File: src/rtl/eth_tx_framer.sv
// eth_tx_framer: transmit frame builder feeding the mac_rgmii TX inputs.
// Prepends a fixed Ethernet header (DST_MAC, SRC_MAC, ETHERTYPE) to a
// user payload. Zero-pads short payloads to a 60-byte frame. Inserts
// IFG_CYCLES idle cycles after each frame.
// Ports:
//   mac_tx_clk / mac_tx_rstn : clock, async active-low reset
//   start_i, len_i           : frame request and payload length (1..1500)
//   pld_data_i/valid_i/ready_o : payload byte stream, one slot per ready
//   mac_tx_data/valid/sof/eof : frame byte stream to the MAC
//   busy_o, done_o, err_o, underrun_o : status and pulses
module eth_tx_framer #(
  parameter logic [47:0] DST_MAC    = 48'hFFFF_FFFF_FFFF,
  parameter logic [47:0] SRC_MAC    = 48'h0200_0000_0001,
  parameter logic [15:0] ETHERTYPE  = 16'h88B5,
  parameter int unsigned IFG_CYCLES = 12
) (
  input  logic        mac_tx_clk,
  input  logic        mac_tx_rstn,
  input  logic        start_i,
  input  logic [10:0] len_i,
  input  logic [7:0]  pld_data_i,
  input  logic        pld_valid_i,
  output logic        pld_ready_o,
  output logic [7:0]  mac_tx_data,
  output logic        mac_tx_valid,
  output logic        mac_tx_sof,
  output logic        mac_tx_eof,
  output logic        busy_o,
  output logic        done_o,
  output logic        err_o,
  output logic        underrun_o
);

  localparam int unsigned LEN_W   = 11;
  localparam int unsigned GAP_W   = (IFG_CYCLES > 1) ? $clog2(IFG_CYCLES) : 1;
  localparam logic [LEN_W-1:0] HDR_LEN  = LEN_W'(14);
  localparam logic [LEN_W-1:0] PAD_LEN  = LEN_W'(46);
  localparam logic [LEN_W-1:0] MIN_LAST = LEN_W'(59);
  localparam logic [LEN_W-1:0] MAX_LEN  = LEN_W'(1500);
  localparam logic [GAP_W-1:0] GAP_LAST = GAP_W'(IFG_CYCLES - 1);
  localparam logic [111:0]     HDR      = {DST_MAC, SRC_MAC, ETHERTYPE};

  typedef enum logic [2:0] {
    S_IDLE = 3'd0,
    S_HDR  = 3'd1,
    S_PLD  = 3'd2,
    S_PAD  = 3'd3,
    S_GAP  = 3'd4
  } state_e;

  state_e            state_q, state_d;
  logic [LEN_W-1:0]  cnt_q, cnt_d;    // index of the byte on mac_tx_data
  logic [LEN_W-1:0]  len_q, len_d;
  logic [LEN_W-1:0]  last_q, last_d;  // index of the eof byte
  logic [GAP_W-1:0]  gap_q, gap_d;

  logic [7:0] data_q, data_d;
  logic       valid_q, valid_d;
  logic       sof_q, sof_d;
  logic       eof_q, eof_d;
  logic       ready_q, ready_d;
  logic       busy_q, busy_d;
  logic       done_q, done_d;
  logic       err_q, err_d;
  logic       und_q, und_d;

  logic             len_ok;
  logic [LEN_W-1:0] nxt;
  logic [LEN_W-1:0] pld_last;
  logic [6:0]       hsh;
  logic [7:0]       hdr_byte;

  assign len_ok   = (len_i != '0) && (len_i <= MAX_LEN);
  assign nxt      = cnt_q + LEN_W'(1);
  assign pld_last = (HDR_LEN - LEN_W'(1)) + len_q;

  // State and counter registers
  always_ff @(posedge mac_tx_clk or negedge mac_tx_rstn) begin
    if (!mac_tx_rstn) begin
      state_q <= S_IDLE;
      cnt_q   <= '0;
      len_q   <= '0;
      last_q  <= '0;
      gap_q   <= '0;
    end else begin
      state_q <= state_d;
      cnt_q   <= cnt_d;
      len_q   <= len_d;
      last_q  <= last_d;
      gap_q   <= gap_d;
    end
  end

  // Next-state: segment of the next frame byte, gap countdown
  always_comb begin
    state_d = state_q;
    cnt_d   = cnt_q;
    len_d   = len_q;
    last_d  = last_q;
    gap_d   = gap_q;
    unique case (state_q)
      S_IDLE: begin
        if (start_i && len_ok) begin
          state_d = S_HDR;
          cnt_d   = '0;
          len_d   = len_i;
          last_d  = (len_i < PAD_LEN) ? MIN_LAST : (HDR_LEN - LEN_W'(1)) + len_i;
        end
      end
      S_HDR, S_PLD, S_PAD: begin
        if (cnt_q == last_q) begin
          state_d = S_GAP;
          cnt_d   = '0;
          gap_d   = '0;
        end else begin
          cnt_d = nxt;
          if (nxt < HDR_LEN)        state_d = S_HDR;
          else if (nxt <= pld_last) state_d = S_PLD;
          else                      state_d = S_PAD;
        end
      end
      S_GAP: begin
        if (gap_q == GAP_LAST) state_d = S_IDLE;
        else                   gap_d   = gap_q + GAP_W'(1);
      end
      default: state_d = S_IDLE;
    endcase
  end

  // Header byte for the next frame index (valid for indices 0..13)
  always_comb begin
    hsh      = {4'(4'd13 - cnt_d[3:0]), 3'b000};
    hdr_byte = 8'(HDR >> hsh);
  end

  // Output decode: values for the next cycle, registered below
  always_comb begin
    data_d  = '0;
    valid_d = 1'b0;
    sof_d   = 1'b0;
    eof_d   = 1'b0;
    ready_d = 1'b0;
    busy_d  = 1'b0;
    done_d  = 1'b0;
    err_d   = 1'b0;
    und_d   = 1'b0;

    err_d   = (state_q == S_IDLE) && start_i && !len_ok;
    valid_d = (state_d == S_HDR) || (state_d == S_PLD) || (state_d == S_PAD);
    busy_d  = (state_d != S_IDLE);
    sof_d   = (state_q == S_IDLE) && (state_d == S_HDR);
    eof_d   = valid_d && (cnt_d == last_d);
    done_d  = (state_q != S_GAP) && (state_d == S_GAP);
    // Ready one cycle ahead of each payload byte so it lands on the wire next
    ready_d = valid_d && (cnt_d >= (HDR_LEN - LEN_W'(1))) &&
              (cnt_d <= (HDR_LEN - LEN_W'(2)) + len_d);
    // A payload slot is always consumed; a missing byte becomes 0x00
    und_d   = ready_q && !pld_valid_i;
    if (state_d == S_HDR)                   data_d = hdr_byte;
    else if (ready_q && pld_valid_i)        data_d = pld_data_i;
  end

  // Output registers
  always_ff @(posedge mac_tx_clk or negedge mac_tx_rstn) begin
    if (!mac_tx_rstn) begin
      data_q  <= '0;
      valid_q <= 1'b0;
      sof_q   <= 1'b0;
      eof_q   <= 1'b0;
      ready_q <= 1'b0;
      busy_q  <= 1'b0;
      done_q  <= 1'b0;
      err_q   <= 1'b0;
      und_q   <= 1'b0;
    end else begin
      data_q  <= data_d;
      valid_q <= valid_d;
      sof_q   <= sof_d;
      eof_q   <= eof_d;
      ready_q <= ready_d;
      busy_q  <= busy_d;
      done_q  <= done_d;
      err_q   <= err_d;
      und_q   <= und_d;
    end
  end

  assign mac_tx_data  = data_q;
  assign mac_tx_valid = valid_q;
  assign mac_tx_sof   = sof_q;
  assign mac_tx_eof   = eof_q;
  assign pld_ready_o  = ready_q;
  assign busy_o       = busy_q;
  assign done_o       = done_q;
  assign err_o        = err_q;
  assign underrun_o   = und_q;

endmodule

File: config.mk
export PLATFORM = sky130hd
export DESIGN_NAME = eth_tx_framer
export DESIGN_NICKNAME = d
export VERILOG_FILES = /design/src/rtl/eth_tx_framer.sv
export SDC_FILE = /design/constraint.sdc
export NUM_CORES = 1
export LEC_CHECK = 0
export ABC_CLOCK_PERIOD_IN_PS = 7100
export CELL_PAD_IN_SITES_DETAIL_PLACEMENT = 0
export CELL_PAD_IN_SITES_GLOBAL_PLACEMENT = 2
export CORE_AREA = 2 2 105 107
export CTS_CLUSTER_DIAMETER = 80
export DETAILED_ROUTE_END_ITERATION = 7
export DIE_AREA = 0 0 107 109
export HOLD_SLACK_MARGIN = 0.08
export PLACE_DENSITY = 0.9
export SKIP_LAST_GASP = 1
export SLEW_MARGIN = 20
export SYNTH_ARGS = -nofsm -noshare
export SYNTH_HDL_FRONTEND = slang
export SYNTH_SLANG_ARGS = --single-unit
File: constraint.sdc
create_clock -name mac_tx_clk -period 7.1 [get_ports mac_tx_clk]
set_clock_uncertainty 0.05 [all_clocks]
set_input_delay 1.065 -clock mac_tx_clk [delete_from_list [all_inputs] [get_ports mac_tx_clk]]
set_output_delay 1.065 -clock mac_tx_clk [all_outputs]
set_load 0.005 [all_outputs]
==> metrics <==
Rows 38; r2r startpoint state_q[0]; Die H 109 um; die area 0.0117 mm2; Comb pwr share 6.8%; slowest stage cell on the critical path or4_4; clock tree buffer depth 2; H-tree depth 2; share of layout cells above drive strength 1 9.13%; largest net degree at the start of global routing 57; Post-Syn Area per Cell 9.42 um2; Nets 513; M1 GR Usage 24.5%; worst skew pair latency 320 ps; root buf cell clkbuf_8; fin cells 600; wire per inst 17.2 um; met2 GRT Util 31.7%; Slew @ Worst Pin 1010 ps; NetSw 0.127 mW; max incr delay on CP 590 ps; Top Family by Delay on Critical Path simple AND/OR/NAND/NOR gates; register-to-register setup slack 2740 ps; I/O pins 39; Post-CTS Setup Inserts 0; synth warn 0; crit path cell chain clkdlybuf4s50_1 > or4_4 > or4_4 > and3b_1 > buf_4 > mux2i_1 > ha_1 > nor3_1 > nand2_1 > xor2_1 > ha_1 > nor2b_1 > a2111oi_0 > a221o_1 > a31oi_1 > a211oi_1; first-pass GRT wire length 16600 um; Cell Area, Placed 0.00454 mm2; synthesized flop and latch total 56; met3 usage 2.93%; status completed; maxcap violations 0; Slew Limit Fails 0; Die Wd 107 um; # port buffers 38; Reg area 0.00140 mm2; R2R depth 15; Synth Net Count 483; GRT overflow 0; final hold viol count 0; Worst-path clk slew 100 ps; fmax 178 MHz; Syn Inst Count 429; CTS tree built; Sequential Power Share 58.8%; final period utilization 79.0%; Startpoint Class input port; P_int 0.415 mW; most used routing layer met2; Final Util 43.7%; drt drc 0; worst min-delay path class flip-flop to flip-flop; FILL cells 1047; hold_buf cts 0; FF-to-FF End pld_ready_o; ANT cells 0; core area 0.0106 mm2; GR Util All Layers 18.4%; ANT nets after route 0; Multi-input gate area 0.00244 mm2; CP bufs+invs 2; Async SR Flop Fraction 100%; critical path depth 16; origin of the worst setup path len_i[6]; Pwr Density 117 mW/mm2; Initial Utilization 38.1%; register area share after synthesis 34.7%; Worst VDD drop 0.0000680 V; Slew HR 32.6%; Clock power frac 34.4%; Primary FF master, synth dfrtp_1; PostCTS Resize Cnt 0; GPL Wtd Cong 0.883; Inst Count DP 592; Final setup violation count 0; Setup crit end kind flip-flop; Vias 3167; Post-synth EDFFs 0; initial antenna violation count 0; Cell variety after synth 54; Req. time, crit path 7280 ps; Pleak 2.08 nW; drt pass-1 iters 4; vias per cell 5.28; DRT iter0 DRCs 163; Crit Path Max Fanout 27; fin crit period 5610 ps; vias in the first global route 3114; area of the mapped netlist 0.00404 mm2; DP Wirelength 8190 um; drt total wl 10300 um; switching share of total power 23.4%; CTS buffer count 5; Finished Cell Area 0.00463 mm2; Crit Path Category input port to flip-flop; unrepaired setup endpoints after global routing no; setup TNS 0 ps; CP endpoint pld_ready_o; Area Overhead vs Synth 14.6%; Sinks on Clock Net 56; Arr. time, crit path 5780 ps
-- layer usage --
| layer | vias up | wire length [um] |
|---|---|---|
| met5 | - | 0 |
| met4 | 0 | 121 |
| met3 | 7 | 326 |
| met2 | 50 | 5070 |
| met1 | 1533 | 4780 |
| li1 | 1577 | - |
-- metrics by stage --
stage	worst slack, ps	total power [mW]	hold slack (ps)
6_report	1490	0.542	452
5_1_grt	1130	0.560	481
4_1_cts	1520	0.545	456
3_5_place_dp	1200	0.362	442
3_3_place_gp	1350	0.363	436
2_1_floorplan	2020	0.338	421
-- final cells by class --
type / instances / share of cell area, %
Timing Repair Buffer: 42 / 8.75
Sequential cell: 56 / 30.3
Multi-Input combinational cell: 322 / 52.6
Inverter: 32 / 2.59
Tap cell: 140 / 3.78
Clock inverter: 1 / 0.162
Clock buffer: 7 / 1.86
-- power groups by stage --
stage          combinational, mW  clock, mW  sequential, mW
6_report                  0.0370      0.187           0.319
5_1_grt                   0.0412      0.200           0.319
4_1_cts                   0.0377      0.189           0.319
3_5_place_dp              0.0375          0           0.325
3_3_place_gp              0.0376          0           0.325
2_1_floorplan             0.0133          0           0.325
-- sequential cells by signal, summed over array words and instances (netlist names) --
signal,cells
mac_tx_eof,1
last_q,11
gap_q,4
cnt_q,11
mac_tx_sof,1
err_o,1
len_q,11
mac_tx_data,8
busy_o,1
state_q,3
underrun_o,1
pld_ready_o,1
mac_tx_valid,1
done_o,1
-- cells in the mapped netlist, drive strengths merged (2+ instances only) --
cell	count	area share, %
o311ai	2	0.43
a211o	3	0.65
a31o	2	0.43
a21oi	14	1.8
o21a	3	0.56
nand4	16	2.5
a211oi	5	0.93
xnor2	25	5.4
mux2	17	4.8
or3	5	0.77
a221o	2	0.50
or2	4	0.62
and4	2	0.43
nand4b	2	0.43
xor2	30	6.5
inv	32	3.0
a31oi	6	0.93
nor4	4	0.77
or4	4	1.0
mux2i	18	4.5
nor2b	6	0.93
and3	5	0.77
clkbuf	13	1.2
dfrtp	56	35
ha	31	9.6
nand2	28	2.6
nor2	17	1.6
a21o	5	0.93
buf	6	0.90
nor3	12	1.5
o21ai	11	1.4
nand3	16	2.0
a22o	5	1.1
nand2b	6	0.93
and2	5	0.77
-- logic make-up after synthesis --
group / share of synthesized area [%]
muxes: 9.28
xor gates and xnor gates: 11.9
and+or+nand+nor: 18.2
buffers and inverters: 5.08
AOI/OAI and AO/OA: 11.2
DFF: 34.7
adders and majority gates: 9.59
-- worst min-delay path by stage --
stage          depth (start not counted)  slack [ps]      from        to
2_1_floorplan                          1         420  gap_q[0]  gap_q[0]
3_3_place_gp                           1         440  gap_q[0]  gap_q[0]
3_5_place_dp                           1         440  gap_q[0]  gap_q[0]
4_1_cts                                1         460  gap_q[0]  gap_q[0]
5_1_grt                                1         480  gap_q[0]  gap_q[0]
6_report                               1         450  gap_q[0]  gap_q[0]
-- cell usage in the layout (no fill, tap or decap), types with 2 or more instances in the layout --
master,count
a211o_1,3
a211oi_1,5
a21o_1,5
a21oi_1,13
a221o_1,2
a22o_1,3
a22o_2,2
a31o_2,2
a31oi_1,6
and2_1,5
and3_1,5
and4_1,2
buf_4,4
clkbuf_8,6
clkdlybuf4s50_1,37
dfrtp_1,56
ha_1,31
inv_1,32
mux2_2,16
mux2i_1,18
nand2_1,28
nand2b_1,6
nand3_1,16
nand4_1,16
nand4b_1,2
nor2_1,17
nor2b_1,6
nor3_1,12
nor4_1,3
o21a_1,3
o21ai_0,11
o311ai_0,2
or2_2,4
or3_1,5
or4_4,3
xnor2_1,25
xor2_1,30
Power figures use the tool's default switching activity.
